### config.mk
export PLATFORM = sky130hd
export DESIGN_NAME = instr_fetch
export DESIGN_NICKNAME = d
export VERILOG_FILES = /design/src/rtl/cpu_pkg.sv /design/src/rtl/fetch_fifo.sv /design/src/rtl/instr_fetch.sv
export SDC_FILE = /design/constraint.sdc
export NUM_CORES = 1
export LEC_CHECK = 0
export ABC_AREA = 1
export BUFFER_PORTS_ARGS = -buffer_cell sky130_fd_sc_hd__buf_2
export CAP_MARGIN = 10
export CORE_UTILIZATION = 49
export DETAILED_ROUTE_END_ITERATION = 10
export GPL_TIMING_DRIVEN = 0
export PLACE_DENSITY = 0.76
export REMOVE_ABC_BUFFERS = 1
export SLEW_MARGIN = 20
export SYNTH_ARGS = -nofsm -noshare
export SYNTH_HDL_FRONTEND = slang
export SYNTH_HIERARCHICAL = 1
export SYNTH_SLANG_ARGS = --single-unit
### constraint.sdc
create_clock -name clk -period 4.85 [get_ports clk]
set_clock_uncertainty 0.15 [all_clocks]
set_input_delay 0.97 -clock clk [delete_from_list [all_inputs] [get_ports clk]]
set_output_delay 0.97 -clock clk [all_outputs]
set_load 0.05 [all_outputs]
### src/rtl/cpu_pkg.sv
// Shared CPU definitions: datapath widths and fetch bundle.
// Used by the fetch stage and its instruction buffer.
package cpu_pkg;

  localparam int ADDR_W  = 11;
  localparam int INSTR_W = 29;
  localparam int FE_W    = ADDR_W + INSTR_W;

  typedef logic [ADDR_W-1:0]  pc_t;
  typedef logic [INSTR_W-1:0] instr_t;

  typedef struct packed {
    pc_t    pc;
    instr_t instr;
  } fe_entry_t;

  function automatic pc_t pc_inc(pc_t pc);
    return pc + pc_t'(1);
  endfunction

endpackage

### src/rtl/fetch_fifo.sv
// Synchronous FIFO with single-cycle flush.
// Head entry is visible on rdata while not empty.
module fetch_fifo #(
  parameter int WIDTH = 40,
  parameter int DEPTH = 2
) (
  input  logic             clk,
  input  logic             rst_n,
  input  logic             flush,
  input  logic             push,
  input  logic [WIDTH-1:0] wdata,
  input  logic             pop,
  output logic [WIDTH-1:0] rdata,
  output logic             empty,
  output logic             full
);

  localparam int AW = (DEPTH > 1) ? $clog2(DEPTH) : 1;
  localparam int CW = AW + 1;

  logic [WIDTH-1:0] r_mem [DEPTH];
  logic [AW-1:0]    r_wptr;
  logic [AW-1:0]    r_rptr;
  logic [CW-1:0]    r_count;

  logic w_pop;
  logic w_push;

  assign empty  = (r_count == '0);
  assign full   = (r_count == CW'(DEPTH));
  assign w_pop  = pop & ~empty;
  assign w_push = push & (~full | w_pop);
  assign rdata  = r_mem[r_rptr];

  // Pointer and occupancy tracking; flush empties the buffer.
  always_ff @(posedge clk or negedge rst_n) begin
    if (!rst_n) begin
      r_wptr  <= '0;
      r_rptr  <= '0;
      r_count <= '0;
    end else if (flush) begin
      r_wptr  <= '0;
      r_rptr  <= '0;
      r_count <= '0;
    end else begin
      if (w_push) r_wptr <= r_wptr + AW'(1);
      if (w_pop)  r_rptr <= r_rptr + AW'(1);
      unique case ({w_push, w_pop})
        2'b10:   r_count <= r_count + CW'(1);
        2'b01:   r_count <= r_count - CW'(1);
        default: r_count <= r_count;
      endcase
    end
  end

  // Storage array; contents are only meaningful under count.
  always_ff @(posedge clk) begin
    if (w_push && !flush) r_mem[r_wptr] <= wdata;
  end

endmodule

### src/rtl/instr_fetch.sv
// Instruction fetch stage: PC, ROM address, and
// buffered hand-off to decode with redirect flush.
module instr_fetch
  import cpu_pkg::*;
#(
  parameter logic [ADDR_W-1:0] RESET_PC   = 11'h000,
  parameter int                FIFO_DEPTH = 2
) (
  input  logic               clk,
  input  logic               rst_n,
  output logic [ADDR_W-1:0]  rom_addr,
  input  logic [INSTR_W-1:0] rom_data,
  input  logic               fetch_en,
  input  logic               redirect_valid,
  input  logic [ADDR_W-1:0]  redirect_pc,
  output logic               out_valid,
  input  logic               out_ready,
  output logic [INSTR_W-1:0] out_instr,
  output logic [ADDR_W-1:0]  out_pc
);

  logic [ADDR_W-1:0] r_pc;

  logic      w_full;
  logic      w_empty;
  logic      w_pop;
  logic      w_push;
  fe_entry_t w_wr;
  fe_entry_t w_rd;

  assign rom_addr  = r_pc;
  assign out_valid = ~w_empty;
  assign w_pop     = out_valid & out_ready;
  assign w_push    = fetch_en & ~redirect_valid
                   & (~w_full | w_pop);

  assign w_wr.pc    = r_pc;
  assign w_wr.instr = rom_data;

  assign out_pc    = out_valid ? w_rd.pc    : '0;
  assign out_instr = out_valid ? w_rd.instr : '0;

  // PC: redirect wins, else advance on each push.
  always_ff @(posedge clk or negedge rst_n) begin
    if (!rst_n) begin
      r_pc <= RESET_PC;
    end else if (redirect_valid) begin
      r_pc <= redirect_pc;
    end else if (w_push) begin
      r_pc <= pc_inc(r_pc);
    end
  end

  fetch_fifo #(
    .WIDTH (FE_W),
    .DEPTH (FIFO_DEPTH)
  ) u_fifo (
    .clk   (clk),
    .rst_n (rst_n),
    .flush (redirect_valid),
    .push  (w_push),
    .wdata (w_wr),
    .pop   (w_pop),
    .rdata (w_rd),
    .empty (w_empty),
    .full  (w_full)
  );

endmodule

# == Word-level counts from Yosys, hierarchy flattened ==
# Memories as Yosys holds them, arrays and structs flattened.
# Index checks and enable logic that the tools add are counted.
# totals
input_bits,45
mem_bits_rw,80
register_bits,15
n_memories,1
wordCells,42
output_inout_bits,52
# memory_table
memory,words,word_bits,rd,rd_ports_with_merged_regs,write_ports,line,source
u_fifo.r_mem,2,40,1,0,1,fetch_fifo.sv:21,logic [WIDTH-1:0] r_mem [DEPTH];
# classes
mux,12
n_reduce_logical,7
addsub,5
n_eq_ne,3
n_bitwise,10
# op_table
cell,count
$mux W11,3
$mux W29,1
$add A11 B1 Y11 const B,1
$mux W1,6
$reduce_bool A2 Y1,3
$and A1 B1 Y1,5
$eq A2 B2 Y1 const B,2
$pmux W2 S2,1
$not A1 Y1,3
$reduce_bool A3 Y1,1
$add A1 B1 Y1 const B,2
$add A2 B1 Y2 const B,1
$eq A2 B1 Y1 const B,1
$logic_not A2 Y1,1
$mux W2,1
$or A1 B1 Y1,2
$sub A2 B1 Y2 const B,1
$logic_and A1 B1 Y1,1
$logic_not A1 Y1,1

# == Logic depth before layout (Yosys ltp) ==
# Gate-level depths: netlist (run 1).
# depth
depth_word,9
mapped_depth,17
ltp_nobuf,15

# == Hierarchy ==
# Netlist (run 1), hierarchy kept.
# by_module_without_submodules
mod,seq_area_each_um2,instances,area_per_inst_um2,cells_per_inst
fetch_fifo,2502.4,1,3178.0,248
instr_fetch,275.3,1,1128.6,204

# == Least setup slack after synthesis (run 1) ==
# Ideal clock, no wire load.
# synth_timing
kind,input to register
startpoint,in fetch_en
endpoint,mem u_fifo.r_mem[1][0] (enable)
t_required_ns,4.213
arrival_time_ns,4.237
path_buffers,1
stages,7
path_slack_ns,-0.024
setup_time_ns,0.487
cell_sequence,inv_1 -> nor2_1 -> nand2_4 -> inv_2 -> buf_6 -> o21ai_2 -> nor3_1
# synth_between
elab_chain_cells,6
# synth_rtl
element,line,source
"start, declared",instr_fetch.sv:13,"input logic fetch_en,"
$and A1 B1 Y1,instr_fetch.sv:34,assign w_push = fetch_en & ~redirect_valid
$and A1 B1 Y1,instr_fetch.sv:35,& (~w_full | w_pop);
named net w_push,instr_fetch.sv:27,logic w_push;
$and A1 B1 Y1,fetch_fifo.sv:32,assign w_push = push & (~full | w_pop);
$logic_and A1 B1 Y1,fetch_fifo.sv:58,if (w_push && !flush) r_mem[r_wptr] <= wdata;
$mux W1,fetch_fifo.sv:58,
$mux W1 (implied by the code),fetch_fifo.sv:58,
"end, declared",fetch_fifo.sv:21,
# The timed path passes the listed nets, and every way through them passes these cells.

==> metrics.yaml, run 1 <==
htreeDepth: 3
drt-initial-drc-count: 153
multi_input_comb_area_um2: 1190
finalHoldViolCount: 0
cts.repair.resized: 0
grt_pass1_wl_um: 13400
grt_max_degree: 43
synth-seq-cells: 95
core_um2: 8340
post-route-util_pct: 60.6
path_class: "reg2out"
cp_max_fo: 42
drv_slew: 0
cp_cell_sequence: "inv_2 -> nand2_1 -> nand2_1 -> inv_1 -> nor2_1 -> buf_2"
outcome: "finished clean"
n_antenna_cell: 0
slew_headroom_pct: 47.4
clkSinkCount: 95
drive_gt1_share_pct: 25.2
synth.avg_cell_area_um2: 9.53
ys.flop_type: "edfxtp_1"
ys_top_cells_by_count: "nand2_1, edfxtp_1, inv_1"
cp_top_family: "buffers and inverters"
seqCellArea_um2: 2780
cts_setup_buffers: 0
synth_top_area_share_pct: 55.8
start_kind: "register"
start_util_pct: 51.6
grt_pass1_vias: 2904
fin_crit_sh_pct: 72.9
wirelength_um: 8410
worstSetupStartpoint: "u_fifo/r_rptr$_DFFE_PN0P_"
vias: 3216
clk_latency_ns: 0.34
cts_tree: "built"
max_stage_delay_ns: 0.71
place_area_um2: 4890
cts-root-buf: "clkbuf_8"
nFillCells: 706
arrival_ns: 2.42
synthArstFlopShare_pct: 15.8
synth_area_leaders: "edfxtp_1, nand2_1, dfrtp_1"
ir_drop_mv: 0.220
dr.pass1.iters: 4
synth_most_common_cell: "nand2_1"
cp-end-kind: "output pin"
cpMostUsedCell: "nand2_1"
num_rows: 33
synth-edff-count: 80
synth_area_um2: 4310
viasPerCell: 4.90
rsz0062_at_grt: "false"
ys_warn_count: 6
portBuffers: 96
wl_per_cell_um: 12.8
cts.reportedPaths.clkPinSlew_ns: 0.09
hold_class: "in2async"
synth.distinct_cells: 27
overflow: 0
syn_to_final_growth_pct: 17.3
worst-path-buf-inv: 3
stdcell_area_um2: 5050
pin_count: 97
netlist_instances: 452
die-height_um: 95.8
cp.required_ns: 3.73
fin_tns_setup_ns: 0
layout_min_cycle_time_ns: 3.54
powerDensity_nw_per_um2: 372
drv_cap: 0
grt_usage_pct: 19.6
p_leak_uw: 0.00243
postRouteAntennaNets: 0
setup_violations: 0
fin_hold_ws_ns: 0.362
antenna_found_initial: 0
hold_buffers: 0
tightest_slew_ns: 0.789
final_nets: 592
fmax_ghz: 0.283
cp_slowest_cell: "inv_2"
drc_errors: 0
dp_hpwl_um: 5580
gp_congestion: 0.768
ys_seq_area_share_pct: 64.5
dieArea_um2: 9170
reg2reg_from: "u_fifo/r_count[1]$_DFFE_PN0P_"
clock_path_buffers: 2
cts_buffers: 9
yosys.area.top_type: "edfxtp_1"
die_w_um: 95.8
## state kept, by name, indices dropped and copies added, names as in the netlist
| register | count |
|---|---|
| u_fifo/r_wptr | 1 |
| u_fifo/r_count | 2 |
| u_fifo/r_mem | 80 |
| u_fifo/r_rptr | 1 |
| rom_addr | 11 |
## cell usage in the layout (no fill, tap or decap), drive strengths merged, types with 2 or more instances in the layout
| cell type | synthesis | final |
|---|---|---|
| o21bai | 3 | 3 |
| inv | 65 | 66 |
| clkbuf | 5 | 11 |
| nand3 | 36 | 36 |
| nand4 | 2 | 2 |
| edfxtp | 80 | 80 |
| clkinv | 0 | 2 |
| nor2 | 49 | 49 |
| o21ai | 4 | 4 |
| nand2 | 174 | 174 |
| buf | 13 | 101 |
| clkinvlp | 0 | 2 |
| dfrtp | 15 | 15 |
## cell families (layout without fill, tap and decap cells)
kind of cell | Yosys count | count (layout) | synth area share, %
AND/OR/NAND/NOR | 263 | 263 | 25.5
flip-flops | 95 | 95 | 64.5
buffers and inverters | 83 | 182 | 8.13
AO/OA/AOI/OAI | 9 | 9 | 1.37
adder cells (fa/ha/maj) | 1 | 1 | 0.290
XOR/XNOR | 1 | 1 | 0.203
## layout make-up
cell class | instances | area share, %
Timing Repair Buffer | 101 | 10.7
Tap cell | 105 | 2.60
Clock buffer | 11 | 2.60
Multi-Input combinational cell | 274 | 23.6
Sequential cell | 95 | 55.0
Inverter | 65 | 4.88
Clock inverter | 5 | 0.644
## worst register-to-register path, delay by kind of cell, from the launching register on
kind / cells / cell delay, ns
DFF: 1 / 0.45
and+or+nand+nor: 5 / 0.84
buffers and inverters: 5 / 1.10
AOI/OAI and AO/OA: 1 / 0.16
## layer usage
layer | vias up | track usage, % | share of wire (%) | routed length, um
met5 | - | 0 | 0 | 0
met4 | 0 | 7.09 | 1.1 | 96
met3 | 12 | 3.40 | 6.4 | 539
met2 | 119 | 33.7 | 48 | 4040
met1 | 1481 | 24.9 | 44 | 3730
li1 | 1604 | - | - | -
## final timing paths
check,slack (ns),to,depth (start not counted)
min reg2reg,0.39,u_fifo/r_wptr$_DFFE_PN0P_,2
max in group asynchronous,3.88,u_fifo/r_rptr$_DFFE_PN0P_,1
max reg2reg,1.85,u_fifo/r_mem[1][9]$_DFFE_PP_,11
min,0.36,rom_addr[10]$_DFFE_PN0P_,1
max,1.31,out_pc[4],6
min in group clk,0.39,u_fifo/r_wptr$_DFFE_PN0P_,2
## where the power goes
group	internal, uW	switching, uW	total [uW]
Sequential	925	42.5	967
Clock	186	261	447
Combinational	109	358	468
Total	1220	662	1880
## through the flow
stage / power [uW] / std cells / setup WS, ns
after floorplan: 1320 / 434 / -0.225
after global placement: 1440 / 635 / -2.15
after detailed placement: 1460 / 640 / 1.57
after CTS: 1900 / 656 / 1.26
after global routing: 1970 / 656 / 1.08
final: 1880 / 656 / 1.31
(Power assumes the default switching activity.)
==> run 2: changes to the inputs <==
--- a/config.mk
+++ b/config.mk
@@ -8,10 +8,10 @@
 export ABC_AREA = 1
 export BUFFER_PORTS_ARGS = -buffer_cell sky130_fd_sc_hd__buf_2
 export CAP_MARGIN = 10
-export CORE_UTILIZATION = 49
+export CORE_UTILIZATION = 54
 export DETAILED_ROUTE_END_ITERATION = 10
 export GPL_TIMING_DRIVEN = 0
-export PLACE_DENSITY = 0.76
+export PLACE_DENSITY = 0.8
 export REMOVE_ABC_BUFFERS = 1
 export SLEW_MARGIN = 20
 export SYNTH_ARGS = -nofsm -noshare
==> constraint.sdc (replaced) <==
create_clock -name clk -period 3.7 [get_ports clk]
set_clock_uncertainty 0.15 [all_clocks]
set_input_delay 0.74 -clock clk [delete_from_list [all_inputs] [get_ports clk]]
set_output_delay 0.74 -clock clk [all_outputs]
set_load 0.05 [all_outputs]
==> metrics.yaml, run 2 (same netlist as run 1, synthesis figures left out) <==
hold_buffers: 0  # unchanged
dieArea_um2: 8340  # -9.1%
drv_slew: 0  # unchanged
antenna_found_initial: 0  # unchanged
syn_to_final_growth_pct: 17.5  # about the same
vias: 3181  # -1.1%
powerDensity_nw_per_um2: 490  # +31%
slew_headroom_pct: 47.9  # +0.50 points
arrival_ns: 2.39  # -0.03 ns
largest_reg_flops: 80  # unchanged
gp_congestion: 0.754  # -1.9%
cts.repair.resized: 0  # unchanged
drc_errors: 0  # unchanged
grt_pass1_wl_um: 14300  # +6.3%
mostFrequentLayoutCell: "nand2_1"
layout_min_cycle_time_ns: 3.28
ir_drop_mv: 0.238  # +8.2%
cts_tree: "built"
clkSinkCount: 95  # unchanged
num_rows: 32  # -3.0%
cts_setup_buffers: 0  # unchanged
pin_count: 97  # unchanged
dr.pass1.iters: 5  # +1
grt_usage_pct: 22.1  # +2.5 points
final_cell_mix: "nand2_1, buf_2, edfxtp_1"
wirelength_um: 8210  # -2.4%
hold_class: "in2async"
start_util_pct: 55.7  # +4.1 points
path_class: "reg2out"
stdcell_area_um2: 5060  # about the same
core_um2: 7730  # -7.4%
cts.reportedPaths.clkPinSlew_ns: 0.09  # about the same
htreeDepth: 3  # unchanged
clock_path_buffers: 2  # unchanged
fin_crit_sh_pct: 88.5
cts_buffers: 9  # unchanged
outcome: "finished clean"
dp_hpwl_um: 5500  # -1.5%
drive_gt1_share_pct: 25.5  # +0.32 points
cp_max_fo: 42  # unchanged
final_nets: 593  # +0.17%
rsz0062_at_grt: "false"
p_leak_uw: 0.00244  # +0.22%
viasPerCell: 4.86  # -0.79%
setup_violations: 0  # unchanged
clk_latency_ns: 0.35  # about the same
n_antenna_cell: 0  # unchanged
grt_max_degree: 43  # unchanged
start_kind: "register"
wl_per_cell_um: 12.5  # -2.1%
die-height_um: 91.3  # -4.6%
overflow: 0  # unchanged
postRouteAntennaNets: 0  # unchanged
drv_cap: 0  # unchanged
grt_pass1_vias: 3132  # +7.9%
fmax_ghz: 0.305
nFillCells: 614  # -13%
cts-root-buf: "clkbuf_8"
place_area_um2: 4890  # about the same
tightest_slew_ns: 0.780  # -0.00871 ns
die_w_um: 91.3  # -4.6%
post-route-util_pct: 65.5  # +4.9 points
cp-end-kind: "output pin"
cp.required_ns: 2.81  # -0.92 ns
drt-initial-drc-count: 199  # +30%
finalHoldViolCount: 0  # unchanged
portBuffers: 96  # unchanged
top_register: "u_fifo/r_mem"
## run 2: cell type report
cell class              count  area [um^2]  share of cell area (%)
inverters                  65          246                    4.87
flip-flops and latches     95         2780                    54.9
multi-input cells         274         1190                    23.5
clock buffers              10          128                    2.52
well taps                 102          128                    2.52
clock inverters             6         45.0                   0.890
repair buffers            102          542                    10.7
## run 2: per-layer routing
layer | part of all wire (%) | wire length (um) | up-vias | track usage, %
met1 | 43 | 3560 | 1448 | 28.8
met3 | 6.4 | 527 | 11 | 4.19
li1 | - | - | 1608 | -
met2 | 49 | 4010 | 114 | 36.9
met5 | 0 | 0 | - | 0
met4 | 1.3 | 106 | 0 | 8.33
## run 2: report_power, final
| part | switching (uW) | internal (uW) |
|---|---|---|
| sequential | 55.0 | 1210 |
| clock | 352 | 247 |
| combinational | 469 | 143 |
| total | 875 | 1600 |
## run 2: worst paths after layout
| check | from | to | slack [ns] | cells past startpoint |
|---|---|---|---|---|
| worst max-delay path | u_fifo/r_rptr$_DFFE_PN0P_ | out_instr[15] | 0.42 | 6 |
| worst min-delay path | rst_n | rom_addr[10]$_DFFE_PN0P_ | 0.13 | 1 |
| worst max register to register | u_fifo/r_count[0]$_DFFE_PN0P_ | u_fifo/r_mem[1][11]$_DFFE_PP_ | 0.58 | 12 |
| worst min register to register | u_fifo/r_wptr$_DFFE_PN0P_ | u_fifo/r_wptr$_DFFE_PN0P_ | 0.42 | 2 |
| max in group asynchronous | rst_n | u_fifo/r_rptr$_DFFE_PN0P_ | 2.97 | 1 |
| min in group clk | rom_data[2] | u_fifo/r_mem[1][2]$_DFFE_PP_ | 0.42 | 1 |
## run 2: critical path: stages, from the launching register on
cell     delay [ns]
dfrtp_2        0.70
inv_2          0.69
nand2_1        0.12
nand2_1        0.09
inv_1          0.04
nor2_1         0.09
buf_2          0.28
## run 2: metrics by stage
stage / hold slack [ns] / cells / power, uW / setup TNS (ns) / worst slack (ns)
after global placement: 0.352 / 632 / 1890 / -188.39 / -3.20
final: 0.133 / 654 / 2480 / 0 / 0.424
after global routing: 0.131 / 654 / 2600 / 0 / 0.184
after detailed placement: 0.388 / 638 / 1910 / 0 / 0.554
after floorplan: 0.294 / 434 / 1740 / -65.93 / -1.37
after CTS: 0.135 / 654 / 2490 / 0 / 0.365
